### src/rtl/reg_dump_reader.sv
// Walks a register-file address range through one combinational read port and streams
// each word out MSB-first as bytes on a valid/ready link. `REG_DUMP_HEADER_EN adds a per-word header byte.
module reg_dump_reader #(
  parameter int DATA_WIDTH = 32,
  parameter int ADDR_WIDTH = 5
) (
  input  logic                  adc_sck,
  input  logic                  reset,
  input  logic                  start,
  input  logic [ADDR_WIDTH-1:0] first_addr,
  input  logic [ADDR_WIDTH-1:0] last_addr,
  output logic [ADDR_WIDTH-1:0] rd_addr,
  input  logic [DATA_WIDTH-1:0] rd_data,
  output logic [7:0]            tx_data,
  output logic                  tx_valid,
  input  logic                  tx_ready,
  output logic                  busy,
  output logic                  done
);

  localparam int BYTES = DATA_WIDTH / 8;
`ifdef REG_DUMP_HEADER_EN
  localparam int LAST_CNT = BYTES;
`else
  localparam int LAST_CNT = BYTES - 1;
`endif
  localparam int CW = $clog2(BYTES + 1) + 1;

  typedef enum logic [1:0] {S_IDLE, S_FETCH, S_SEND, S_DONE} state_t;

  state_t                r_state, w_next;
  logic [ADDR_WIDTH-1:0] r_cur, r_last;
  logic [DATA_WIDTH-1:0] r_shift;
  logic [CW-1:0]         r_cnt;
  logic                  w_hs, w_word_end, w_is_hdr, w_at_last;
  logic [7:0]            w_hdr;

  assign w_hs       = (r_state == S_SEND) && tx_ready;
  assign w_word_end = w_hs && (r_cnt == CW'(LAST_CNT));
  assign w_at_last  = (r_cur == r_last);
  assign w_hdr      = {3'b101, r_cur[4:0]};
`ifdef REG_DUMP_HEADER_EN
  assign w_is_hdr = (r_cnt == '0);
`else
  assign w_is_hdr = 1'b0;
`endif

  always_ff @(posedge adc_sck or negedge reset) begin
    if (!reset) r_state <= S_IDLE;
    else        r_state <= w_next;
  end

  always_comb begin
    w_next = r_state;
    case (r_state)
      S_IDLE:  if (start) w_next = (first_addr > last_addr) ? S_DONE : S_FETCH;
      S_FETCH: w_next = S_SEND;
      S_SEND:  if (w_word_end) w_next = w_at_last ? S_DONE : S_FETCH;
      S_DONE:  w_next = S_IDLE;
      default: w_next = S_IDLE;
    endcase
  end

  always_comb begin
    tx_valid = (r_state == S_SEND);
    busy     = (r_state == S_FETCH) || (r_state == S_SEND);
    done     = (r_state == S_DONE);
    tx_data  = 8'h00;
    if (r_state == S_SEND) tx_data = w_is_hdr ? w_hdr : r_shift[DATA_WIDTH-1 -: 8];
  end

  // Address is only advanced after the last word check, so last_addr=max never wraps.
  always_ff @(posedge adc_sck or negedge reset) begin
    if (!reset) begin
      r_cur   <= '0;
      r_last  <= '0;
      rd_addr <= '0;
      r_shift <= '0;
      r_cnt   <= '0;
    end else begin
      case (r_state)
        S_IDLE: if (start) begin
          r_cur   <= first_addr;
          r_last  <= last_addr;
          rd_addr <= first_addr;
        end
        S_FETCH: begin
          r_shift <= rd_data;
          r_cnt   <= '0;
        end
        S_SEND: if (w_hs) begin
          if (!w_is_hdr) r_shift <= r_shift << 8;
          r_cnt <= r_cnt + CW'(1);
          if (w_word_end && !w_at_last) begin
            r_cur   <= r_cur + ADDR_WIDTH'(1);
            rd_addr <= r_cur + ADDR_WIDTH'(1);
          end
        end
        default: ;
      endcase
    end
  end

endmodule

### config.mk
export PLATFORM = sky130hd
export DESIGN_NAME = reg_dump_reader
export DESIGN_NICKNAME = d
export VERILOG_FILES = /design/src/rtl/reg_dump_reader.sv
export SDC_FILE = /design/constraint.sdc
export NUM_CORES = 1
export LEC_CHECK = 0
export ABC_CLOCK_PERIOD_IN_PS = 4800
export BUFFER_PORTS_ARGS = -buffer_cell sky130_fd_sc_hd__buf_2
export CAP_MARGIN = 20
export CORE_ASPECT_RATIO = 0.8
export CORE_UTILIZATION = 25
export DETAILED_ROUTE_END_ITERATION = 16
export PLACE_DENSITY = 0.51
export RECOVER_POWER = 100
export SLEW_MARGIN = 20
export SYNTH_ARGS = -nofsm -noshare
export SYNTH_HDL_FRONTEND = slang
export SYNTH_SLANG_ARGS = --single-unit
export TNS_END_PERCENT = 10
### constraint.sdc
create_clock -name adc_sck -period 4.8 [get_ports adc_sck]
set_clock_uncertainty 0.15 [all_clocks]
set_input_delay 0.48 -clock adc_sck [delete_from_list [all_inputs] [get_ports adc_sck]]
set_output_delay 0.48 -clock adc_sck [all_outputs]
set_load 0.02 [all_outputs]
==> impl_metrics.ini, run 1 <==
[setup_path]
r2r_setup_slack_ns = 1.39
end_kind = flop
cpLargestDelayFamily = adder cells
path_buf_inv = 2
arrival_ns = 3.44
critPathLaunchType = flop
reg2reg_from = r_state[0]
path_max_fanout = 33
crit_top_cell = inv_1
crit_path_max_incr_delay_ns = 1.07
critPathLaunch = r_state[0]
path_cells = inv_1, ha_1, inv_1, o31ai_4, o21ai_0, a221oi_1
crit_required_ns = 4.83
cpMaxStageDelayCell = ha_1
path_class = reg -> reg

[synth]
yosysUniqueCellTypes = 37
synth_area_leader_cell = dfrtp_1
ys_seq_elements = 48
synth_flop_cell = dfrtp_1
synthCells = 264
synth_edf_count = 0
ys_warn_count = 0
synth_top_area_share_pct = 46.1
ys_async_sr_fraction_pct = 100
synthTopCellsByArea = dfrtp_1, mux2i_1, nand2_1
avgSynthCellArea_um2 = 9.87
synth_nets = 321
synthTopCellsByCount = dfrtp_1, nand2_1, o21ai_1
syn-cell-area_mm2 = 0.00260
yosysSeqAreaShare_pct = 46.1

[floorplan]
die_w_um = 116
dieArea_mm2 = 0.0108
start_util_pct = 26.3
io_pins = 62
rows = 32
die_y_um = 93.3
core_area_mm2 = 0.00989

[drt]
routedWlPerCell_um = 13.3
via_per_inst = 4.37
vias = 1997
drtIter0Drc = 72
ant_nets = 0
wirelength_um = 6070
drc_errors = 0
drtPass1Iterations = 4

[power_and_ir_drop]
power_density_mw_per_mm2 = 642
ir_drop_uv = 165
leakagePower_uw = 0.00145

[timing]
fin_crit_sh_pct = 71.1
finalHoldViolCount = 0
fin_crit_ns = 3.41
worst_slew_pin_slew_ns = 2.65
drv_slew = 49
slew_headroom_pct = -77.0
fmax_mhz = 293
fin_ws_ns = 1.39
tns_ns = 0
setup_violations = 0
rsz0062_at_grt = false

[hold_path]
hold_path.class = in -> reg
hp-start = last_addr[0]

[clock_tree]
ctsResizeCount = 0
path_clk_slew_ns = 0.06
cts_buffers = 5
htree_levels = 2
hold_buffers = 0
post_cts_buffers = 0
cts_tree = built
cts.sinks = 48
cts_root_buf = clkbuf_16
cts_buffer_depth = 2
worstSkewPairLatency_ns = 0.29

[cells_and_area]
antennaDiodeCount = 0
fillers = 1065
drive_gt1_share_pct = 20.2
syn_to_final_growth_pct = 21.9
nets = 377

[place]
place_congestion = 0.725
port_buffers = 61
dp_hpwl_um = 4510
dp_slack_ns = 2.15

[grt]
grt_usage_pct = 12.1
antenna_found_initial = 0
grt_pass1_wl_um = 10100
grt_overflow = 0
grt_max_degree = 49
first_global_vias = 2017

[run_status]
status = complete, but fails checks
violations = max-capacitance violations, max-slew violations

[run]
maxCapViolCount = 1
-- final timing paths --
path                          endpoint  depth (start not counted)
max in group asynchronous  r_shift[28]                          2
min reg2reg                r_shift[30]                          2
max                           r_cur[4]                          6
max reg2reg                   r_cur[4]                          6
min                          r_last[0]                          2
min in group asynchronous  r_shift[24]                          2
-- kinds of logic after synthesis --
kind of cell	after synthesis	synth area share [%]
simple gates	74	12.9
compound gates	67	16.1
flops	48	46.1
buf+inv	28	4.61
mux	28	10.8
fa+ha+maj	11	5.28
xor+xnor	8	4.13
-- layout make-up --
class                   instances  area [µm²]  share of cell area [%]
well taps                     136         170                    5.36
repair buffers                 65         329                    10.4
inverters                      12        45.0                    1.42
multi-input cells             188        1280                    40.4
clock buffers                   8         146                    4.61
flip-flops and latches         48        1200                    37.8
-- per-layer routing --
layer	global-route usage (%)	share of wire [%]	vias to the layer above
met5	0	0	-
met4	3.53	1.1	0
met3	3.05	5.6	8
met2	18.5	43	45
met1	16.8	50	917
li1	-	-	1027
-- registers in the layout, indices dropped and copies added, names as in the netlist --
signal	count
r_shift	32
r_cur	5
r_last	5
r_cnt	4
r_state	2
-- cells in the final DEF, fill, tap and decap left out, drive strengths merged, types with 3 or more instances in the layout --
master  netlist  layout
and2          8       8
clkbuf        6      23
mux2i        27      27
a21boi        9       9
nor2          4       4
o22ai        10      10
inv          12      12
xor2          3       3
ha           11      11
xnor2         5       5
dfrtp        48      48
o21ai        36      36
a221oi        3       3
nand4         5       5
nand3         3       3
buf          10      50
nand2        48      48
nor3          3       3
-- per-stage QoR --
| stage | area (µm²) | hold slack, ns | utilization [%] | power [µW] | std cells |
|---|---|---|---|---|---|
| CTS | 3210 | 0.179 | 32.5 | 2130 | 457 |
| global placement | 3040 | 0.315 | 30.7 | 1700 | 447 |
| global route | 3180 | 0.284 | 32.1 | 2230 | 457 |
| floorplan | 2610 | 0.0344 | - | 1500 | 264 |
| finish | 3180 | 0.280 | 32.1 | 2040 | 457 |
| detailed placement | 3070 | 0.322 | 31.0 | 1760 | 449 |
-- worst register-to-register path, cell delays in order, from the launching register on --
cell and delay [ns]:
dfrtp_1 0.40, inv_1 0.11, ha_1 1.07, inv_1 0.59, o31ai_4 0.57, o21ai_0 0.16
a221oi_1 0.27
-- power by group --
| group | internal [µW] | switching (µW) | total (µW) |
|---|---|---|---|
| combinational | 394 | 548 | 943 |
| clock | 208 | 148 | 356 |
| sequential | 595 | 146 | 741 |
| total | 1200 | 842 | 2040 |
No activity file was read; power rests on OpenSTA's default activity.
==> inputs of run 2 (changes only) <==
- ABC_CLOCK_PERIOD_IN_PS: 4800 -> 3400
- clock period: 4.8 -> 3.4 ns (I/O delays scaled with it)
==> run 2 against run 1 <==
The flow still finishes with violations (max-capacitance violations, max-slew violations). Register-to-register slack got worse by 0.75 ns. Sequential cell count stayed put. Sequential power is 42% higher. Hold slack got worse by 0.14 ns. Critical endpoint is now tx_data[1].
==> impl_metrics.ini, run 2 (synthesis results as in run 1) <==
[timing]
slew_headroom_pct = -8.01
fin_crit_ns = 2.85
fin_crit_sh_pct = 83.7
drv_slew = 30
worst_slew_pin_slew_ns = 1.62
setup_violations = 0
fin_ws_ns = 0.554
fmax_mhz = 351
tns_ns = 0
finalHoldViolCount = 0
rsz0062_at_grt = false

[clock_tree]
worstSkewPairLatency_ns = 0.29
cts_buffers = 5
cts_tree = built
path_clk_slew_ns = 0.07
htree_levels = 2
hold_buffers = 1
post_cts_buffers = 0
ctsResizeCount = 0
cts_buffer_depth = 2
cts_root_buf = clkbuf_16
cts.sinks = 48

[grt]
antenna_found_initial = 0
grt_pass1_wl_um = 10200
grt_usage_pct = 12.3
grt_overflow = 0
grt_max_degree = 31
first_global_vias = 2063

[floorplan]
core_area_mm2 = 0.00989
start_util_pct = 26.3
io_pins = 62
rows = 32
dieArea_mm2 = 0.0108
die_y_um = 93.3
die_w_um = 116

[setup_path]
path_cells = inv_1, ha_1, buf_4, and2_1, clkbuf_1
r2r_setup_slack_ns = 0.64
path_max_fanout = 20
end_kind = output port
path_class = reg -> out
cpMaxStageDelayCell = ha_1
arrival_ns = 2.36
reg2reg_from = r_state[0]
reg2reg_depth = 6
crit_required_ns = 2.91
critPathLaunchType = flop
r2r-end = r_cur[3]
crit_path_max_incr_delay_ns = 0.74

[power_and_ir_drop]
power_density_mw_per_mm2 = 915
ir_drop_uv = 259
leakagePower_uw = 0.00146
total_power_uw = 2940

[drt]
drtIter0Drc = 92
drtPass1Iterations = 4
ant_nets = 0
wirelength_um = 6190
routedWlPerCell_um = 13.5
drc_errors = 0
via_per_inst = 4.44
vias = 2038

[hold_path]
hp-start = last_addr[0]
hold_path.class = in -> reg
holdPathStages = 2
hold_end = r_last[0]

[cells_and_area]
largestRegisters = r_shift (32), r_cur (5), r_last (5)
regMostFlops = r_shift
largest_reg_flops = 32
syn_to_final_growth_pct = 23.2
antennaDiodeCount = 0
drive_gt1_share_pct = 21.4
nets = 379
fillers = 1058
layout_common_cells = nand2_1, dfrtp_1, buf_2, o21ai_0, mux2i_1

[run]
maxCapViolCount = 1

[place]
port_buffers = 61
place_congestion = 0.720
dp_hpwl_um = 4590
dp_slack_ns = 0.987

[run_status]
violations = max-capacitance violations, max-slew violations
status = complete, but fails checks
## run 2: cell count changes in the layout (fill, tap and decap cells not counted), moves of 2 or more
cell and change:
buf_8 -2, o21ai_0 -2, buf_4 +3, o21ai_1 +2
## run 2: worst max-delay path by stage
stage / startpoint / end / slack (ns)
after floorplan: r_state[0] / tx_data[5] / 1.17
after global placement: r_state[0] / r_cur[3] / 1.11
after detailed placement: r_state[0] / r_cur[3] / 0.99
after CTS: r_state[0] / tx_data[1] / 0.91
after global routing: r_state[0] / r_cur[4] / 0.39
final: r_state[0] / tx_data[1] / 0.55
## run 2: where the power goes
| part | total [µW] | internal (µW) | switching, µW |
|---|---|---|---|
| Sequential | 1050 | 839 | 208 |
| Clock | 559 | 346 | 213 |
| Combinational | 1330 | 546 | 784 |
## run 2: final cells by class
| cell class | instances | area, µm² | area share [%] |
|---|---|---|---|
| multi-input combinational | 188 | 1300 | 40.4 |
| inverter | 12 | 45.0 | 1.40 |
| sequential | 48 | 1200 | 37.4 |
| tap | 136 | 170 | 5.30 |
| timing repair buffer | 67 | 332 | 10.3 |
| clock inverter | 2 | 35.0 | 1.09 |
| clock buffer | 6 | 129 | 4.02 |
## run 2: through the flow
stage	hold WS, ns	instances	area (µm²)	util (%)
2_1_floorplan	-0.106	264	2610	-
3_3_place_gp	0.275	450	3060	30.9
3_5_place_dp	0.283	450	3060	30.9
4_1_cts	0.137	459	3230	32.7
5_1_grt	0.153	459	3210	32.4
6_report	0.139	459	3210	32.4
## run 2: metal layers
| layer | share of wire (%) | up-vias | track usage (%) | routed length (µm) |
|---|---|---|---|---|
| met5 | 0 | - | 0 | 0 |
| met1 | 50 | 953 | 17.2 | 3120 |
| met3 | 5.1 | 5 | 3.05 | 314 |
| met2 | 44 | 45 | 18.8 | 2700 |
| met4 | 0.89 | 0 | 3.21 | 55 |
| li1 | - | 1035 | - | - |
## run 2: worst max-delay path, delay by kind of cell (launching register included)
kind                       cells  cell delay [ns]
and+or+nand+nor                1             0.17
adders and majority gates      1             0.74
DFF                            1             0.40
buffers and inverters          3             0.75
